File: src/rtl/serial_paralelo_param.sv
// Serial-to-parallel receiver that aligns on a comma symbol at any bit phase and emits
// one strobe per non-comma word once SYNC_COUNT aligned commas have been seen in a row.
module serial_paralelo_param #(
  parameter int               WIDTH      = 8,
  parameter logic [WIDTH-1:0] COMMA      = 8'hBC,
  parameter int               SYNC_COUNT = 4,
  parameter bit               MSB_FIRST  = 1'b1
) (
  input  logic             clk,
  input  logic             reset_L,
  input  logic             data_in,
  input  logic             resync,
  output logic [WIDTH-1:0] data_out,
  output logic             valid_out,
  output logic             lock_out
);

  localparam int BCW = (WIDTH > 1) ? $clog2(WIDTH) : 1;
  localparam int CCW = $clog2(SYNC_COUNT + 1);

  typedef enum logic [1:0] {
    HUNT   = 2'd0,
    ALIGN  = 2'd1,
    ACTIVE = 2'd2
  } state_t;

  state_t           state;
  logic [WIDTH-1:0] sr;
  logic [WIDTH-1:0] nsr;
  logic [BCW-1:0]   bit_cnt;
  logic [CCW-1:0]   comma_cnt;
  logic             boundary;
  logic             is_comma;
  logic             last_sync;

  // Every decision looks at the register value including the bit being sampled now.
  always_comb begin
    if (MSB_FIRST) nsr = {sr[WIDTH-2:0], data_in};
    else           nsr = {data_in, sr[WIDTH-1:1]};
  end

  assign boundary  = (bit_cnt == BCW'(WIDTH - 1));
  assign is_comma  = (nsr == COMMA);
  assign last_sync = ((int'(comma_cnt) + 1) == SYNC_COUNT);

  always_ff @(posedge clk or negedge reset_L) begin
    if (!reset_L) begin
      sr        <= '0;
      state     <= HUNT;
      bit_cnt   <= '0;
      comma_cnt <= '0;
      data_out  <= '0;
      valid_out <= 1'b0;
      lock_out  <= 1'b0;
    end else begin
      sr        <= nsr;
      valid_out <= 1'b0;
      bit_cnt   <= boundary ? '0 : bit_cnt + 1'b1;

      if (resync) begin
        // Resync wins over anything completing on this edge, including a comma.
        state     <= HUNT;
        comma_cnt <= '0;
        lock_out  <= 1'b0;
      end else begin
        case (state)
          HUNT: begin
            if (is_comma) begin
              bit_cnt   <= '0;
              comma_cnt <= CCW'(1);
              if (SYNC_COUNT == 1) begin
                state    <= ACTIVE;
                lock_out <= 1'b1;
              end else begin
                state <= ALIGN;
              end
            end
          end
          ALIGN: begin
            if (boundary) begin
              if (is_comma) begin
                comma_cnt <= comma_cnt + 1'b1;
                if (last_sync) begin
                  state    <= ACTIVE;
                  lock_out <= 1'b1;
                end
              end else begin
                state     <= HUNT;
                comma_cnt <= '0;
              end
            end
          end
          ACTIVE: begin
            if (boundary && !is_comma) begin
              data_out  <= nsr;
              valid_out <= 1'b1;
            end
          end
          default: begin
            state     <= HUNT;
            comma_cnt <= '0;
            lock_out  <= 1'b0;
          end
        endcase
      end
    end
  end

endmodule

File: config.mk
export PLATFORM = sky130hd
export DESIGN_NAME = serial_paralelo_param
export DESIGN_NICKNAME = d
export VERILOG_FILES = /design/src/rtl/serial_paralelo_param.sv
export SDC_FILE = /design/constraint.sdc
export NUM_CORES = 1
export LEC_CHECK = 0
export CAP_MARGIN = 20
export CELL_PAD_IN_SITES_DETAIL_PLACEMENT = 0
export CELL_PAD_IN_SITES_GLOBAL_PLACEMENT = 1
export CORE_ASPECT_RATIO = 0.75
export CORE_UTILIZATION = 46
export DETAILED_ROUTE_END_ITERATION = 10
export PLACE_DENSITY_LB_ADDON = 0.1
export SYNTH_ARGS = -nofsm -noshare
export SYNTH_HDL_FRONTEND = slang
export SYNTH_SLANG_ARGS = --single-unit
File: constraint.sdc
create_clock -name clk -period 3.5 [get_ports clk]
set_input_delay 0.35 -clock clk [delete_from_list [all_inputs] [get_ports clk]]
set_output_delay 0.35 -clock clk [all_outputs]
set_load 0.005 [all_outputs]
==> flow_metrics.env, run 1 <==
export IMPL_status="finished clean"
export IMPL_seq_area_frac_synth=0.568
export IMPL_cts_inserted_buffers=3
export IMPL_timing_critical_path_buf_inv=1
export IMPL_global_route_usage_met3=0.0614
export IMPL_cts_setup_buffers=0
export IMPL_worst_pin_slew_ps=635
export IMPL_setup_viol=0
export IMPL_cts_tree="built"
export IMPL_start_util=0.516
export IMPL_fin_crit_sh=0.574
export IMPL_antenna_found_initial=0
export IMPL_synth_top_family_by_area="simple AND/OR/NAND/NOR gates"
export IMPL_syn_area_per_cell_um2=13.0
export IMPL_die_h_um=44.4
export IMPL_synth_nets=93
export IMPL_pin_count=14
export IMPL_end_kind="register"
export IMPL_ys_warn_count=0
export IMPL_synth_compound_area_frac=0.0726
export IMPL_cts_sinks=25
export IMPL_critPathLaunchType="input pin"
export IMPL_grtUsageMet1=0.261
export IMPL_max_freq_mhz=498
export IMPL_critical_path_max_stage_delay_ps=600
export IMPL_grt_pass1_vias=685
export IMPL_hold_viol_final=0
export IMPL_clockBufferDepth=2
export IMPL_finalSetupTns_ps=0
export IMPL_arrival_ps=2230
export IMPL_power_leakage_nw=0.612
export IMPL_rrSetupSlack_ps=1530
export IMPL_die_width_um=58.5
export IMPL_synthAdderAreaFrac=0.0454
export IMPL_track_usage=0.184
export IMPL_maxSlewHeadroom=0.574
export IMPL_layout_drive_gt1_share=0.163
export IMPL_fin_skew_ps=2.75
export IMPL_routed_via_count=652
export IMPL_power_uw=489
export IMPL_drv_slew=0
export IMPL_path_cells="clkdlybuf4s50_1, and4bb_1, and2_4, or4_4, mux2_4"
export IMPL_grt_busiest_layer="met2"
export IMPL_cts_clk_slew_worst_paths_ps=130
export IMPL_worstHoldPathType="input pin to async pin"
export IMPL_wl_per_cell_um=14.6
export IMPL_crit_cells=5
export IMPL_portBuffers=13
export IMPL_grt_util_met2=0.271
export IMPL_ys_types=28
export IMPL_cp_max_fo=9
export IMPL_cp_top_family="simple AND/OR/NAND/NOR gates"
export IMPL_cts_hold_buf=0
export IMPL_hpwl_um=1310
export IMPL_finalWirelength_um=1900
export IMPL_synth_area_mm2=0.00110
export IMPL_netlist_instances=85
export IMPL_htree_levels=1
export IMPL_peakVddDrop_mv=0.262
export IMPL_clock_latency_ps=320
export IMPL_powerDensity_mw_per_mm2=379
export IMPL_ant_nets=0
export IMPL_reg2reg_depth=5
export IMPL_synthMuxAreaShare=0.127
export IMPL_core_area_mm2=0.00214
export IMPL_ys_seq_elements=25
export IMPL_grt_pass1_wl_um=3350
export IMPL_place_gp_congestion=0.751
export IMPL_num_nets_final=107
export IMPL_drt_pass1_iter_count=4
export IMPL_synth_simple_area_share=0.143
export IMPL_drc_errors=0
export IMPL_maxCapViolCount=0
export IMPL_vias_per_cell=5.02
export IMPL_fin_crit_ps=2010
export IMPL_dieArea_mm2=0.00260
export IMPL_root_buffer="clkbuf_4"
export IMPL_cpMaxStageDelayCell="or4_4"
export IMPL_cts_resized=0
export IMPL_nFillCells=194
export IMPL_diodes=0
export IMPL_crit_type="input pin to register"
export IMPL_first_iter_violations=10
export IMPL_overflow=0
export IMPL_crit_required_ps=3720
export IMPL_synth_xor_area_share=0
export IMPL_areaGrowthSynthToFinish_pct=17.3
export IMPL_rows=14
export IMPL_rsz0062_at_grt="false"
export IMPL_grt_start_max_net_pins=26
-- stage by stage --
stage          setup slack, ps  hold slack, ps  cells   util  area (µm²)
3_3_place_gp              1170             383    125  0.580        1240
4_1_cts                   1490             415    129  0.592        1260
6_report                  1490             310    130  0.605        1290
3_5_place_dp              1140             385    125  0.580        1240
2_1_floorplan             1610            54.4     85      -        1100
5_1_grt                   1390             325    130  0.605        1290
-- cells in the mapped netlist --
master	instances	area share
and4b_1	1	0.0091
nand3b_1	1	0.0068
o32ai_1	1	0.0079
or2_2	1	0.0057
and2_1	3	0.017
nand2_1	3	0.010
and4bb_1	1	0.011
buf_6	2	0.020
a21oi_1	3	0.014
clkbuf_1	2	0.0068
nor2_1	3	0.010
ha_1	4	0.045
nor3b_1	2	0.014
mux2i_1	2	0.018
nand2b_1	2	0.011
or4_4	1	0.010
mux2_4	8	0.11
o21a_1	2	0.014
a211oi_1	2	0.014
dfrtp_1	25	0.57
a21o_1	1	0.0068
a31o_2	1	0.0079
inv_1	4	0.014
nand4_1	2	0.011
o21ai_0	2	0.0091
and2_4	1	0.0079
buf_1	1	0.0034
nand3_1	4	0.018
-- worst register-to-register path: cells and delay by family (launching register included) --
| kind | cells | cell delay, ps |
|---|---|---|
| adders and majority gates | 2 | 480 |
| AOI/OAI and AO/OA | 2 | 760 |
| muxes | 1 | 250 |
| DFF | 1 | 410 |
-- flip-flops by register name, summed over array words and instances (netlist names) --
signal	count
comma_cnt	3
state	2
valid_out	1
sr	7
bit_cnt	3
lock_out	1
data_out	8
-- final timing paths --
kind,startpoint,to
hold / removal,reset_L,bit_cnt[1]
setup reg to reg,bit_cnt[0],state[1]
min in group clk,sr[4],sr[5]
setup / recovery,data_in,data_out[6]
hold reg to reg,sr[4],sr[5]
max in group asynchronous,reset_L,sr[2]
-- power breakdown --
part / switching (mW) / internal (mW)
registers: 0.00973 / 0.308
logic: 0.0199 / 0.0227
clock network: 0.0846 / 0.0446
total: 0.114 / 0.375
-- final cells by class --
type	instances	area (µm²)	area share
well taps	32	40.0	0.0310
multi-input cells	51	428	0.331
inverters	4	15.0	0.0116
clock buffers	4	26.3	0.0203
repair buffers	14	158	0.122
flip-flops and latches	25	626	0.484
-- cells in the final DEF, fill, tap and decap left out --
master	count
nand4_1	2
nor2_1	3
a31o_2	1
a211oi_1	2
and4b_1	1
mux2_4	8
a21o_1	1
nand2_1	3
mux2i_1	2
o32ai_1	1
nand2b_1	2
clkbuf_1	1
ha_1	4
buf_16	1
nand3_1	4
and2_4	1
or2_2	1
a21oi_1	3
and4bb_1	1
or4_4	1
dfrtp_1	25
o21a_1	2
nor3b_1	2
inv_1	4
and2_1	3
nand3b_1	1
clkdlybuf4s50_1	13
clkbuf_4	3
o21ai_0	2
-- cells by family after synthesis --
family                     after synthesis
AOI/OAI and AO/OA                       12
adders and majority gates                4
buffers and inverters                    9
DFF                                     25
muxes                                   10
and+or+nand+nor                         25
-- routing by layer --
metal / routed length (µm) / share of wire
met5: 0 / 0
met4: 20 / 0.011
met3: 56 / 0.029
met2: 815 / 0.43
met1: 1010 / 0.53
(Power assumes the default switching activity.)
==> run 2, diff against run 1 <==
--- a/config.mk
+++ b/config.mk
@@ -9,7 +9,7 @@
 export CELL_PAD_IN_SITES_DETAIL_PLACEMENT = 0
 export CELL_PAD_IN_SITES_GLOBAL_PLACEMENT = 1
 export CORE_ASPECT_RATIO = 0.75
-export CORE_UTILIZATION = 46
+export CORE_UTILIZATION = 39
 export DETAILED_ROUTE_END_ITERATION = 10
 export PLACE_DENSITY_LB_ADDON = 0.1
 export SYNTH_ARGS = -nofsm -noshare
==> constraint.sdc (replaced) <==
create_clock -name clk -period 1.7 [get_ports clk]
set_input_delay 0.17 -clock clk [delete_from_list [all_inputs] [get_ports clk]]
set_output_delay 0.17 -clock clk [all_outputs]
set_load 0.005 [all_outputs]
==> flow_metrics.env, run 2 (synthesized netlist as in run 1, its figures left out) <==
export IMPL_max_freq_mhz=572
export IMPL_root_buffer="clkbuf_8"
export IMPL_drt_pass1_iter_count=4
export IMPL_stdcell_count=151
export IMPL_grt_pass1_vias=653
export IMPL_peakVddDrop_mv=0.455
export IMPL_worst_pin_slew_ps=313
export IMPL_worstHoldPathType="input pin to async pin"
export IMPL_rsz0062_at_grt="true"
export IMPL_grt_start_max_net_pins=26
export IMPL_die_h_um=48.0
export IMPL_overflow=0
export IMPL_fin_crit_sh=1.03
export IMPL_layout_drive_gt1_share=0.330
export IMPL_portBuffers=13
export IMPL_ant_nets=0
export IMPL_end_kind="register"
export IMPL_maxSlewHeadroom=0.792
export IMPL_htree_levels=1
export IMPL_die_width_um=63.4
export IMPL_dp_cells=145
export IMPL_maxCapViolCount=0
export IMPL_core_area_mm2=0.00264
export IMPL_cp_top_family="simple AND/OR/NAND/NOR gates"
export IMPL_timing_critical_path_buf_inv=0
export IMPL_final_common_cell="dfrtp_1"
export IMPL_routed_via_count=716
export IMPL_finalWirelength_um=1970
export IMPL_areaGrowthSynthToFinish_pct=32.1
export IMPL_wl_per_cell_um=13.0
export IMPL_start_util=0.417
export IMPL_cts_hold_buf=0
export IMPL_track_usage=0.153
export IMPL_clockBufferDepth=2
export IMPL_cts_sinks=25
export IMPL_top_register="data_out"
export IMPL_setup_viol=8
export IMPL_final_cell_mix="25 x dfrtp_1, 17 x buf_4, 13 x clkdlybuf4s50_1"
export IMPL_rrSetupSlack_ps=-50
export IMPL_status="finished, violations left"
export IMPL_vias_per_cell=4.74
export IMPL_power_leakage_nw=0.712
export IMPL_cp_max_fo=5
export IMPL_path_cells="ha_2, ha_4, nand2_4, or4_4, mux2_4"
export IMPL_fin_skew_ps=4.83
export IMPL_hold_viol_final=0
export IMPL_cpMaxStageDelayCell="or4_4"
export IMPL_cts_inserted_buffers=3
export IMPL_rows=16
export IMPL_clock_latency_ps=270
export IMPL_r2r_start="bit_cnt[0]"
export IMPL_cts_tree="built"
export IMPL_crit_type="register to register"
export IMPL_first_iter_violations=14
export IMPL_drc_errors=0
export IMPL_diodes=0
export IMPL_place_gp_congestion=0.780
export IMPL_largestRegisters="data_out (8), sr (7)"
export IMPL_fin_util=0.551
export IMPL_fin_crit_ps=1750
export IMPL_dieArea_mm2=0.00305
export IMPL_drv_slew=0
export IMPL_arrival_ps=1900
export IMPL_powerDensity_mw_per_mm2=764
export IMPL_pin_count=14
export IMPL_cts_clk_slew_worst_paths_ps=90
export IMPL_hpwl_um=1360
export IMPL_largest_reg_flops=8
export IMPL_nFillCells=241
export IMPL_num_nets_final=124
export IMPL_violations="negative setup slack"
export IMPL_critical_path_max_stage_delay_ps=550
export IMPL_reg2reg_depth=5
export IMPL_antenna_found_initial=0
export IMPL_crit_required_ps=1850
export IMPL_r2r_end="data_out[5]"
export IMPL_critPathLaunchType="register"
export IMPL_grt_pass1_wl_um=3280
export IMPL_setup_ws_ps=-47.2
==> run 2: area by class of cell <==
cell class | instances | area (µm²) | area share
flip-flops and latches | 25 | 626 | 0.430
multi-input cells | 52 | 467 | 0.320
repair buffers | 30 | 258 | 0.177
well taps | 36 | 45.0 | 0.0309
clock buffers | 3 | 41.3 | 0.0284
inverters | 4 | 15.0 | 0.0103
clock inverters | 1 | 5.00 | 0.00344
==> run 2: where the power goes <==
| part | switching, mW | internal, mW |
|---|---|---|
| logic | 0.0477 | 0.0623 |
| clock network | 0.183 | 0.164 |
| registers | 0.0219 | 0.634 |
| total | 0.253 | 0.860 |
==> run 2: stage by stage <==
stage | total power, mW | setup WS (ps) | hold WS (ps) | setup TNS (ps) | instance area (µm²)
floorplan | 0.708 | -191 | -126 | -1610 | 1100
global placement | 0.765 | -394 | 391 | -3570 | 1360
detailed placement | 0.764 | -430 | 397 | -3920 | 1360
CTS | 1.13 | -53.4 | 279 | -266 | 1450
global route | 1.19 | -89.6 | 279 | -678 | 1460
finish | 1.11 | -47.2 | 267 | -212 | 1460
==> run 2: worst reg2reg max path, cell delays in order, from the launching register on <==
cell,delay (ps)
dfrtp_1,370
ha_2,190
ha_4,150
nand2_4,50
or4_4,550
mux2_4,330
==> run 2: worst max-delay path by stage <==
stage	start	endpoint	slack, ps	cells after the start
after detailed placement	data_in	data_out[5]	-430	5
after global placement	data_in	data_out[0]	-390	5
final	bit_cnt[0]	data_out[5]	-50	5
after floorplan	sr[2]	data_out[0]	-190	6
after global routing	bit_cnt[0]	data_out[5]	-90	5
after CTS	bit_cnt[0]	data_out[5]	-50	5
==> run 2: what timing repair did <==
action / CTS / global route
endpoints found under the hold margin: 0 / 0
endpoints found under the setup margin: 10 / 10
setup buffers: 1 / 0
pin swaps: 2 / 1
cloned: 1 / 0
gates resized for setup: 6 / 1
==> run 2: layer usage <==
metal  track usage  part of all wire  up-vias
met5             0                 0        -
met4        0.0682             0.014        0
met3        0.0500             0.032        5
met2         0.217              0.41       12
met1         0.214              0.55      338
li1              -                 -      361
==> run 3, diff against run 2 <==
--- a/config.mk
+++ b/config.mk
@@ -12,6 +12,7 @@
 export CORE_UTILIZATION = 39
 export DETAILED_ROUTE_END_ITERATION = 10
 export PLACE_DENSITY_LB_ADDON = 0.1
+export SLEW_MARGIN = 20
 export SYNTH_ARGS = -nofsm -noshare
 export SYNTH_HDL_FRONTEND = slang
 export SYNTH_SLANG_ARGS = --single-unit
==> results of run 3 <==
Same layout as run 2: the final DEF is identical, and so are final timing and power.
